<file path="src/rtl/ccff_stream_loader_if.sv">
// Memory read port and configuration-chain head/tail bundle for ccff_stream_loader.
// master = loader side, slave = memory + fabric side.
interface ccff_stream_loader_if #(
   parameter int ADDR_W = 9,
   parameter int WORD_W = 32
);
   logic              mem_req;
   logic [ADDR_W-1:0] mem_addr;
   logic              mem_valid;
   logic [WORD_W-1:0] mem_rdata;
   logic              ccff_head;
   logic              ccff_shift_en;
   logic              ccff_tail;

   modport master (
      output mem_req, mem_addr, ccff_head, ccff_shift_en,
      input  mem_valid, mem_rdata, ccff_tail
   );

   modport slave (
      input  mem_req, mem_addr, ccff_head, ccff_shift_en,
      output mem_valid, mem_rdata, ccff_tail
   );
endinterface

</file>
<file path="src/rtl/ccff_stream_loader.sv">
// Fetches the bitstream word-by-word and shifts it LSB-first into ccff_head.
// Define CCFF_VERIFY_EN to add a second pass that checks ccff_tail against the re-shifted stream.
module ccff_stream_loader #(
   parameter int BS_LGT = 8387,
   parameter int WORD_W = 32,
   parameter int ADDR_W = 9,
   parameter int CNT_W  = 14
) (
   input  logic                  prog_clk,
   input  logic                  pReset,
   input  logic                  start,
   ccff_stream_loader_if.master  bus,
   output logic                  busy,
   output logic                  config_done,
   output logic [CNT_W-1:0]      bit_count,
   output logic                  verify_err,
   output logic [15:0]           err_count
);
   localparam int IDX_W = $clog2(WORD_W);

   typedef enum logic [1:0] {IDLE, FETCH, SHIFT, DONE} state_t;

   state_t            state_q, state_d;
   logic [WORD_W-1:0] word_q;
   logic [IDX_W-1:0]  idx_q, idx_nxt;
   logic [ADDR_W-1:0] addr_q;
   logic [CNT_W-1:0]  cnt_q;
   logic              head_q, shen_q;
   logic              head_d, shen_d;
   logic              accept, last_bit, last_in_word, refetch;

   assign accept       = start && (state_q == IDLE || state_q == DONE);
   assign last_bit     = (cnt_q == CNT_W'(BS_LGT - 1));
   assign last_in_word = (idx_q == IDX_W'(WORD_W - 1));
   assign idx_nxt      = idx_q + IDX_W'(1);

`ifdef CCFF_VERIFY_EN
   logic        pass_q;
   logic        verr_q;
   logic [15:0] ecnt_q;

   // End of the first pass loops back for the verify pass.
   assign refetch = !pass_q;

   always_ff @(posedge prog_clk) begin
      if (pReset) begin
         pass_q <= 1'b0;
         verr_q <= 1'b0;
         ecnt_q <= '0;
      end else if (accept) begin
         pass_q <= 1'b0;
         verr_q <= 1'b0;
         ecnt_q <= '0;
      end else begin
         if (state_q == SHIFT && last_bit) pass_q <= 1'b1;
         if (pass_q && shen_q && (bus.ccff_tail != head_q)) begin
            verr_q <= 1'b1;
            if (ecnt_q != 16'hFFFF) ecnt_q <= ecnt_q + 16'd1;
         end
      end
   end

   assign verify_err = verr_q;
   assign err_count  = ecnt_q;
`else
   logic unused_tail;

   assign refetch     = 1'b0;
   assign unused_tail = bus.ccff_tail;
   assign verify_err  = 1'b0;
   assign err_count   = '0;
`endif

   always_ff @(posedge prog_clk) begin
      if (pReset) state_q <= IDLE;
      else        state_q <= state_d;
   end

   always_comb begin
      state_d = state_q;
      unique case (state_q)
         IDLE, DONE: if (start) state_d = FETCH;
         FETCH:      if (bus.mem_valid) state_d = SHIFT;
         SHIFT: begin
            // Last bit of the pass wins over end-of-word, so an exact multiple never over-fetches.
            if (last_bit)          state_d = refetch ? FETCH : DONE;
            else if (last_in_word) state_d = FETCH;
         end
         default: state_d = IDLE;
      endcase
   end

   always_comb begin
      bus.mem_req = (state_q == FETCH);
      busy        = (state_q == FETCH) || (state_q == SHIFT);
      config_done = (state_q == DONE);
      shen_d      = (state_d == SHIFT);
      head_d      = 1'b0;
      if (state_d == SHIFT)
         head_d = (state_q == FETCH) ? bus.mem_rdata[0] : word_q[idx_nxt];
   end

   // head/shift_en are registered from next-state so they stay aligned and glitch-free.
   always_ff @(posedge prog_clk) begin
      if (pReset) begin
         head_q <= 1'b0;
         shen_q <= 1'b0;
         word_q <= '0;
         idx_q  <= '0;
         addr_q <= '0;
         cnt_q  <= '0;
      end else begin
         head_q <= head_d;
         shen_q <= shen_d;
         if (accept) begin
            addr_q <= '0;
            cnt_q  <= '0;
         end else begin
            unique case (state_q)
               FETCH: begin
                  if (bus.mem_valid) begin
                     word_q <= bus.mem_rdata;
                     idx_q  <= '0;
                  end
               end
               SHIFT: begin
                  cnt_q <= cnt_q + CNT_W'(1);
                  idx_q <= idx_nxt;
                  if (last_bit) begin
                     if (refetch) begin
                        addr_q <= '0;
                        cnt_q  <= '0;
                     end
                  end else if (last_in_word) begin
                     addr_q <= addr_q + ADDR_W'(1);
                  end
               end
               default: ;
            endcase
         end
      end
   end

   assign bus.ccff_head     = head_q;
   assign bus.ccff_shift_en = shen_q;
   assign bit_count         = cnt_q;
   assign bus.mem_addr      = addr_q;
endmodule

</file>
<file path="src/flat_wrapper.sv">
// flat-port wrapper written by rule: the top's interface ports become plain ports
module ccff_stream_loader_flat 
#(
   parameter int BS_LGT = 8387,
   parameter int WORD_W = 32,
   parameter int ADDR_W = 9,
   parameter int CNT_W  = 14
)
  (prog_clk, pReset, start, busy, config_done, bit_count, verify_err, err_count, bus_mem_req, bus_mem_addr, bus_ccff_head, bus_ccff_shift_en, bus_mem_valid, bus_mem_rdata, bus_ccff_tail);
  ccff_stream_loader_if #(.ADDR_W(ADDR_W), .WORD_W(WORD_W)) bus_i ();
  input  logic prog_clk;
  input  logic pReset;
  input  logic start;
  output logic busy;
  output logic config_done;
  output logic [CNT_W-1:0] bit_count;
  output logic verify_err;
  output logic [15:0] err_count;
  output wire logic [$bits(bus_i.mem_req)-1:0] bus_mem_req;
  output wire logic [$bits(bus_i.mem_addr)-1:0] bus_mem_addr;
  output wire logic [$bits(bus_i.ccff_head)-1:0] bus_ccff_head;
  output wire logic [$bits(bus_i.ccff_shift_en)-1:0] bus_ccff_shift_en;
  input wire logic [$bits(bus_i.mem_valid)-1:0] bus_mem_valid;
  input wire logic [$bits(bus_i.mem_rdata)-1:0] bus_mem_rdata;
  input wire logic [$bits(bus_i.ccff_tail)-1:0] bus_ccff_tail;
  assign bus_mem_req = bus_i.mem_req;
  assign bus_mem_addr = bus_i.mem_addr;
  assign bus_ccff_head = bus_i.ccff_head;
  assign bus_ccff_shift_en = bus_i.ccff_shift_en;
  assign bus_i.mem_valid = bus_mem_valid;
  assign bus_i.mem_rdata = bus_mem_rdata;
  assign bus_i.ccff_tail = bus_ccff_tail;
  ccff_stream_loader #(.BS_LGT(BS_LGT), .WORD_W(WORD_W), .ADDR_W(ADDR_W), .CNT_W(CNT_W)) u_core (.prog_clk(prog_clk), .pReset(pReset), .start(start), .bus(bus_i), .busy(busy), .config_done(config_done), .bit_count(bit_count), .verify_err(verify_err), .err_count(err_count));
endmodule
</file>
<file path="config.mk">
export PLATFORM = sky130hd
export DESIGN_NAME = ccff_stream_loader_flat
export DESIGN_NICKNAME = d
export VERILOG_FILES = /design/src/rtl/ccff_stream_loader_if.sv /design/src/rtl/ccff_stream_loader.sv /design/src/flat_wrapper.sv
export SDC_FILE = /design/constraint.sdc
export NUM_CORES = 1
export LEC_CHECK = 0
export CAP_MARGIN = 20
export CORE_UTILIZATION = 44
export DETAILED_ROUTE_END_ITERATION = 16
export GPL_ROUTABILITY_DRIVEN = 1
export GPL_TIMING_DRIVEN = 0
export PLACE_DENSITY = 0.72
export SYNTH_ARGS = -nofsm -noshare
export SYNTH_HDL_FRONTEND = slang
export SYNTH_SLANG_ARGS = --single-unit
</file>
<file path="constraint.sdc">
create_clock -name prog_clk -period 2.4 [get_ports prog_clk]
set_input_delay 0.48 -clock prog_clk [delete_from_list [all_inputs] [get_ports prog_clk]]
set_output_delay 0.48 -clock prog_clk [all_outputs]
set_load 0.05 [all_outputs]
</file>
* After elaboration in Yosys (flattened, before gate mapping)
Cells that the tools add are included.
** Storage, ports and cells
- Bits in registers :: 64
- Word-level logic and storage cells :: 42
** Operators by class
- Add/subtract/negate cells :: 3
- Magnitude comparators :: 1
- Eq/ne operators :: 7
- Mux-type cells :: 10
- Bitwise gates (word level) :: 3
- Reduce and logical (&&, ||, !) cells :: 11
** Operators with widths (count)
- 14-bit by 1-bit adder with 14-bit output, second input constant :: 1
- 14-bit == test, second input constant :: 1
- 5-bit one-hot mux with 2 select lines :: 1
- 9-bit by 1-bit adder with 9-bit output, second input constant :: 1
- 3-bit AND reduction :: 3
- 2-bit 2-to-1 mux :: 4
- 2-bit == test, second input constant :: 3
- 5-bit by 6-bit < comparator with 1-bit output, second input constant :: 1
- 2-bit one-hot mux with 3 select lines :: 1
- 2-bit OR reduction :: 3
- 5-bit by 1-bit adder with 5-bit output, second input constant :: 1
- 1-bit binary-select mux with 5-bit select :: 1
- 5-bit == test, second input constant :: 1
- 5-bit 2-to-1 mux :: 1
- 1-bit inverter :: 3
- 2-bit by 1-bit == test with 1-bit output, second input constant :: 1
- 2-bit logical NOT :: 1
- 1-bit logical OR :: 2
- 1-bit 2-to-1 mux :: 2
- 2-bit by 1-bit inequality test with 1-bit output, second input constant :: 1
- 2-bit nonzero test :: 1
- 1-bit logical AND :: 1

* Logic depth before layout (Yosys ltp)
- Word-level depth :: 7
- Mapped depth :: 9
- Mapped depth without buffers :: 8

* Worst setup path before layout
Ideal clock, no wire load.
- Path type :: reg-to-reg
- From :: reg u_core.cnt_q[0] (netlist: u_core.bit_count[0])
- To :: reg u_core.addr_q[8] (netlist: u_core.bus.mem_addr[8])
- Arrival :: 2.103 ns
- Path slack :: 0.226 ns
- Cell stages (with the launch flop) :: 8
- Buffers on the path :: 0
- Period minus slack after synthesis :: 2.174 ns
- Path through :: dfxtp_1 inv_1 ha_1 nor3b_1 nand4_1 nand4_1 or4_1 a21oi_1
** Between the ends
- Word-level cells in the longest chain between the ends :: 3
** RTL lines
- start, declared :: RTL line ccff_stream_loader.sv:27 : logic [CNT_W-1:0] cnt_q;
- start signal, assigned :: RTL line ccff_stream_loader.sv:127 : cnt_q <= cnt_q + CNT_W'(1);
- 14-bit == test :: RTL line ccff_stream_loader.sv:33 : assign last_bit = (cnt_q == CNT_W'(BS_LGT - 1));
- 1-bit inverter (no line)
- 3-bit AND reduction (no line)
- end signal, assigned :: RTL line ccff_stream_loader.sv:135 : addr_q <= addr_q + ADDR_W'(1);
- end, declared :: RTL line ccff_stream_loader.sv:26 : logic [ADDR_W-1:0] addr_q;
Every way passes these cells.
A chain may end at the register's enable or synchronous reset.

* Worst setup path in the final report
- From :: reg u_core.idx_q[0]
- To :: reg u_core.head_q (netlist: u_core.bus.ccff_head)
** Between the ends
- Word-level cells in the longest chain between the ends :: 7
- Elaborated cells between the ends (all ways) :: 11
- Those cells by class :: add/sub: 1; eq/ne: 2; mux: 6; bitwise: 1; reduce/logical: 1
** RTL lines
- start, declared :: RTL line ccff_stream_loader.sv:25 : logic [IDX_W-1:0] idx_q, idx_nxt;
- start signal, assigned :: RTL line ccff_stream_loader.sv:128 : idx_q <= idx_nxt;
- branches (longest 7 deep; another with 5-bit by 1-bit adder with 5-bit output)
- end signal, assigned :: RTL line ccff_stream_loader.sv:106 : head_q <= 1'b0;
- end signal, assigned :: RTL line ccff_stream_loader.sv:113 : head_q <= head_d;
- end, declared :: RTL line ccff_stream_loader.sv:28 : logic head_q, shen_q;
Several ways; the timed one is not identified. The select of a mux whose other input is x is not followed.

==> results.py <==
metrics = {
    "final_layout": {
        "diodes": 0,
        "final_nets": 502,
        "seqCellArea_sq_um": 1280,
        "multi_input_area_sq_um": 1610,
        "drive_gt1_share_pct": 9.31,
        "nFillCells": 633,
        "area_growth_syn_to_layout_pct": 33.1,
    },
    "setup_path": {
        "cp.required_ns": 2.62,
        "critical_path.endpoint_type": "flop",
        "cp-startpoint": "u_core.idx_q[0]$_SDFFE_PP0P_",
        "ff2ff_path_depth": 6,
        "r2r-end": "u_core.bus.ccff_head$_SDFF_PP0_",
        "rrSetupSlack_ns": 0.09,
        "path_class": "flop to flop",
        "worstReg2RegStart": "u_core.idx_q[0]$_SDFFE_PP0P_",
        "cp.arrival_ns": 2.53,
        "startpoint_type": "flop",
        "crit_fanout": 8,
    },
    "route": {
        "antenna_left": 0,
        "post_drt_wl_per_cell_um": 11.3,
        "drt_pre_antenna_iters": 4,
        "dr_total_vias": 2710,
        "drc": 0,
        "post_drt_via_cell_ratio": 4.86,
        "wirelength_um": 6330,
        "drt-initial-drc-count": 83,
    },
    "global_route": {
        "grt_pass1_wl_um": 10200,
        "grt_overflow": 0,
        "grt_pass1_vias": 2346,
        "grt_max_degree": 12,
        "grt_util_all_layers_pct": 17.6,
        "antenna_found_initial": 0,
    },
    "min_path": {
        "worstHoldStart": "u_core.word_q[27]$_SDFFE_PP0P_",
        "holdPathStages": 2,
        "holdPathEnd": "u_core.word_q[27]$_SDFFE_PP0P_",
        "hold_class": "flop to flop",
    },
    "clocking": {
        "cts-root-buf": "clkbuf_8",
        "postCtsHoldBufs": 0,
        "cts_inserted_buffers": 9,
        "cts_buffer_depth": 2,
        "cts_max_level": 3,
        "postCtsSetupRepairBufs": 0,
        "insertion_delay_ns": 0.34,
        "cts_tree": "yes",
        "cts.sinks": 64,
        "clk_pin_slew_ns": 0.07,
    },
    "logic_synthesis": {
        "synthTopCellsByArea": "dfxtp_1 (41%), nand2_1 (9.4%), a21oi_1 (7.1%)",
        "synth_most_common_cell": "nand2_1",
        "yosys.cell_types.count": 44,
        "synthCells": 368,
        "synth_flop_cell": "dfxtp_1",
        "synth-seq-cells": 64,
        "synth_edf_count": 0,
        "synth_area_per_cell_sq_um": 8.39,
        "synth_common_cells": "nand2_1 (77), dfxtp_1 (64), a21oi_1 (44)",
        "ys_async_sr_fraction_pct": 0,
        "yosysTopAreaCell": "dfxtp_1",
        "synth.yosys.seq_area_share_pct": 41.5,
        "post-synth-top-area-fraction_pct": 41.5,
        "ys.warnings.count": 0,
        "synth_area_sq_um": 3090,
    },
    "sta": {
        "fin_skew_ns": 0.00550,
        "relSlewSlack_pct": 62.1,
        "finalSetupTns_ns": 0,
        "tightest_slew_ns": 0.561,
        "hold_ws_ns": 0.453,
        "min_period_over_period_pct": 96.3,
        "rsz0062_at_grt": "no",
        "maxSlewViolCount": 0,
        "max_freq_mhz": 433,
        "setup-violations-final": 0,
        "min_period_ns": 2.31,
        "final_hold_viol_count": 0,
    },
    "pwr": {
        "switchingPower_mw": 0.648,
        "ir_worst_vdd_mv": 0.352,
        "p_sw_share_pct": 26.0,
        "finalPower_mw": 2.49,
        "p_comb_share_pct": 14.7,
        "p_int_mw": 1.84,
        "clockPowerShare_pct": 40.6,
        "p_seq_share_pct": 44.6,
        "p_leak_nw": 1.49,
        "powerDensity_nw_per_um2": 605,
    },
    "placed_design": {
        "gp_congestion": 0.811,
        "io_buffers": 63,
        "dp_hpwl_um": 4760,
    },
    "die": {
        "die_x_um": 85.8,
        "die-area_sq_um": 7360,
        "ioPinCount": 82,
        "rows": 30,
        "die_h_um": 85.8,
        "initial_core_util_pct": 45.5,
        "core_sq_um": 6790,
    },
    "flow_run": {
        "drv_cap": 0,
    },
    "run_status": {
        "status": "finished, final reports clean",
    },
}
logic make-up (layout without fill, tap and decap cells):
kind of cell | after synthesis | in the layout | synth area share, %
xor+xnor | 18 | 18 | 5.71
other cells | 1 | 17 | 0.121
flops | 64 | 64 | 41.5
simple gates | 152 | 152 | 22.6
buf+inv | 46 | 124 | 8.30
mux | 10 | 10 | 5.63
fa+ha+maj | 8 | 8 | 3.24
compound gates | 69 | 69 | 12.9
stage by stage:
stage	utilization [%]	cells	instance area (sq um)	worst slack [ns]
final	60.5	558	4110	0.0893
after floorplan	-	384	3150	0.226
after global placement	57.4	543	3900	0.0300
after CTS	60.6	559	4120	0.0126
after global routing	60.5	558	4110	0.0140
after detailed placement	57.4	543	3900	0.0343
final cells by class:
| type | instances | share of cell area [%] |
|---|---|---|
| Sequential cell | 64 | 31.2 |
| Timing Repair Buffer | 63 | 15.2 |
| Multi-Input combinational cell | 274 | 39.2 |
| Buffer | 36 | 5.32 |
| Tap cell | 96 | 2.92 |
| Inverter | 9 | 0.821 |
| Clock buffer | 10 | 3.35 |
| Clock inverter | 6 | 2.01 |
power groups by stage:
stage	clock [mW]	sequential, mW	combinational (mW)
2_1_floorplan	0	1.14	0.248
3_3_place_gp	0	1.13	0.368
3_5_place_dp	0	1.13	0.371
4_1_cts	1.04	1.11	0.368
5_1_grt	1.09	1.11	0.398
6_report	1.01	1.11	0.367
critical path: stages (launching register included):
cell     delay (ns)
dfxtp_1        0.41
ha_2           0.30
xor2_4         0.29
mux4_2         0.55
mux4_2         0.47
nand2_1        0.09
a31oi_1        0.09
placed cells by master, fill, tap and decap left out, types with 6 or more instances in the layout:
cell             instances
a21oi_1                 44
buf_4                   17
clkbuf_1                16
clkbuf_8                10
clkdlybuf4s50_1         61
conb_1                  17
dfxtp_1                 64
ha_1                     7
inv_1                    9
nand2_1                 77
nand3_1                 11
nand4_1                  6
nor2_1                  22
nor2b_1                  7
o21ai_0                  6
or3_1                    6
xnor2_1                 10
xor2_1                   7
worst max path at each step:
stage / endpoint / cells after the start
floorplan: u_core.bus.mem_addr[8]$_SDFFE_PP0P_ / 7
global placement: u_core.bus.ccff_head$_SDFF_PP0_ / 6
detailed placement: u_core.bus.ccff_head$_SDFF_PP0_ / 6
CTS: u_core.bus.ccff_head$_SDFF_PP0_ / 6
global route: u_core.bus.ccff_head$_SDFF_PP0_ / 6
finish: u_core.bus.ccff_head$_SDFF_PP0_ / 6
per-layer routing:
metal | GRT usage, % | wire length (um) | up-vias
met5 | 0 | 0 | -
met4 | 5.91 | 88 | 0
met3 | 5.29 | 359 | 9
met2 | 29.2 | 2860 | 77
met1 | 21.8 | 3020 | 1219
li1 | - | - | 1405
sequential cells by signal, indices dropped and copies added, names as in the netlist:
name and flops:
u_core.bit_count 14, u_core.state_q 2, u_core.idx_q 5, u_core.bus.mem_addr 9, u_core.word_q 32, u_core.bus.ccff_head 1
u_core.bus.ccff_shift_en 1
repair_timing:
item                       4_1_cts  5_1_grt
setup endpoints to repair        2        3
resized for setup                2        3
hold endpoints to repair         0        0
(Power assumes the default switching activity.)
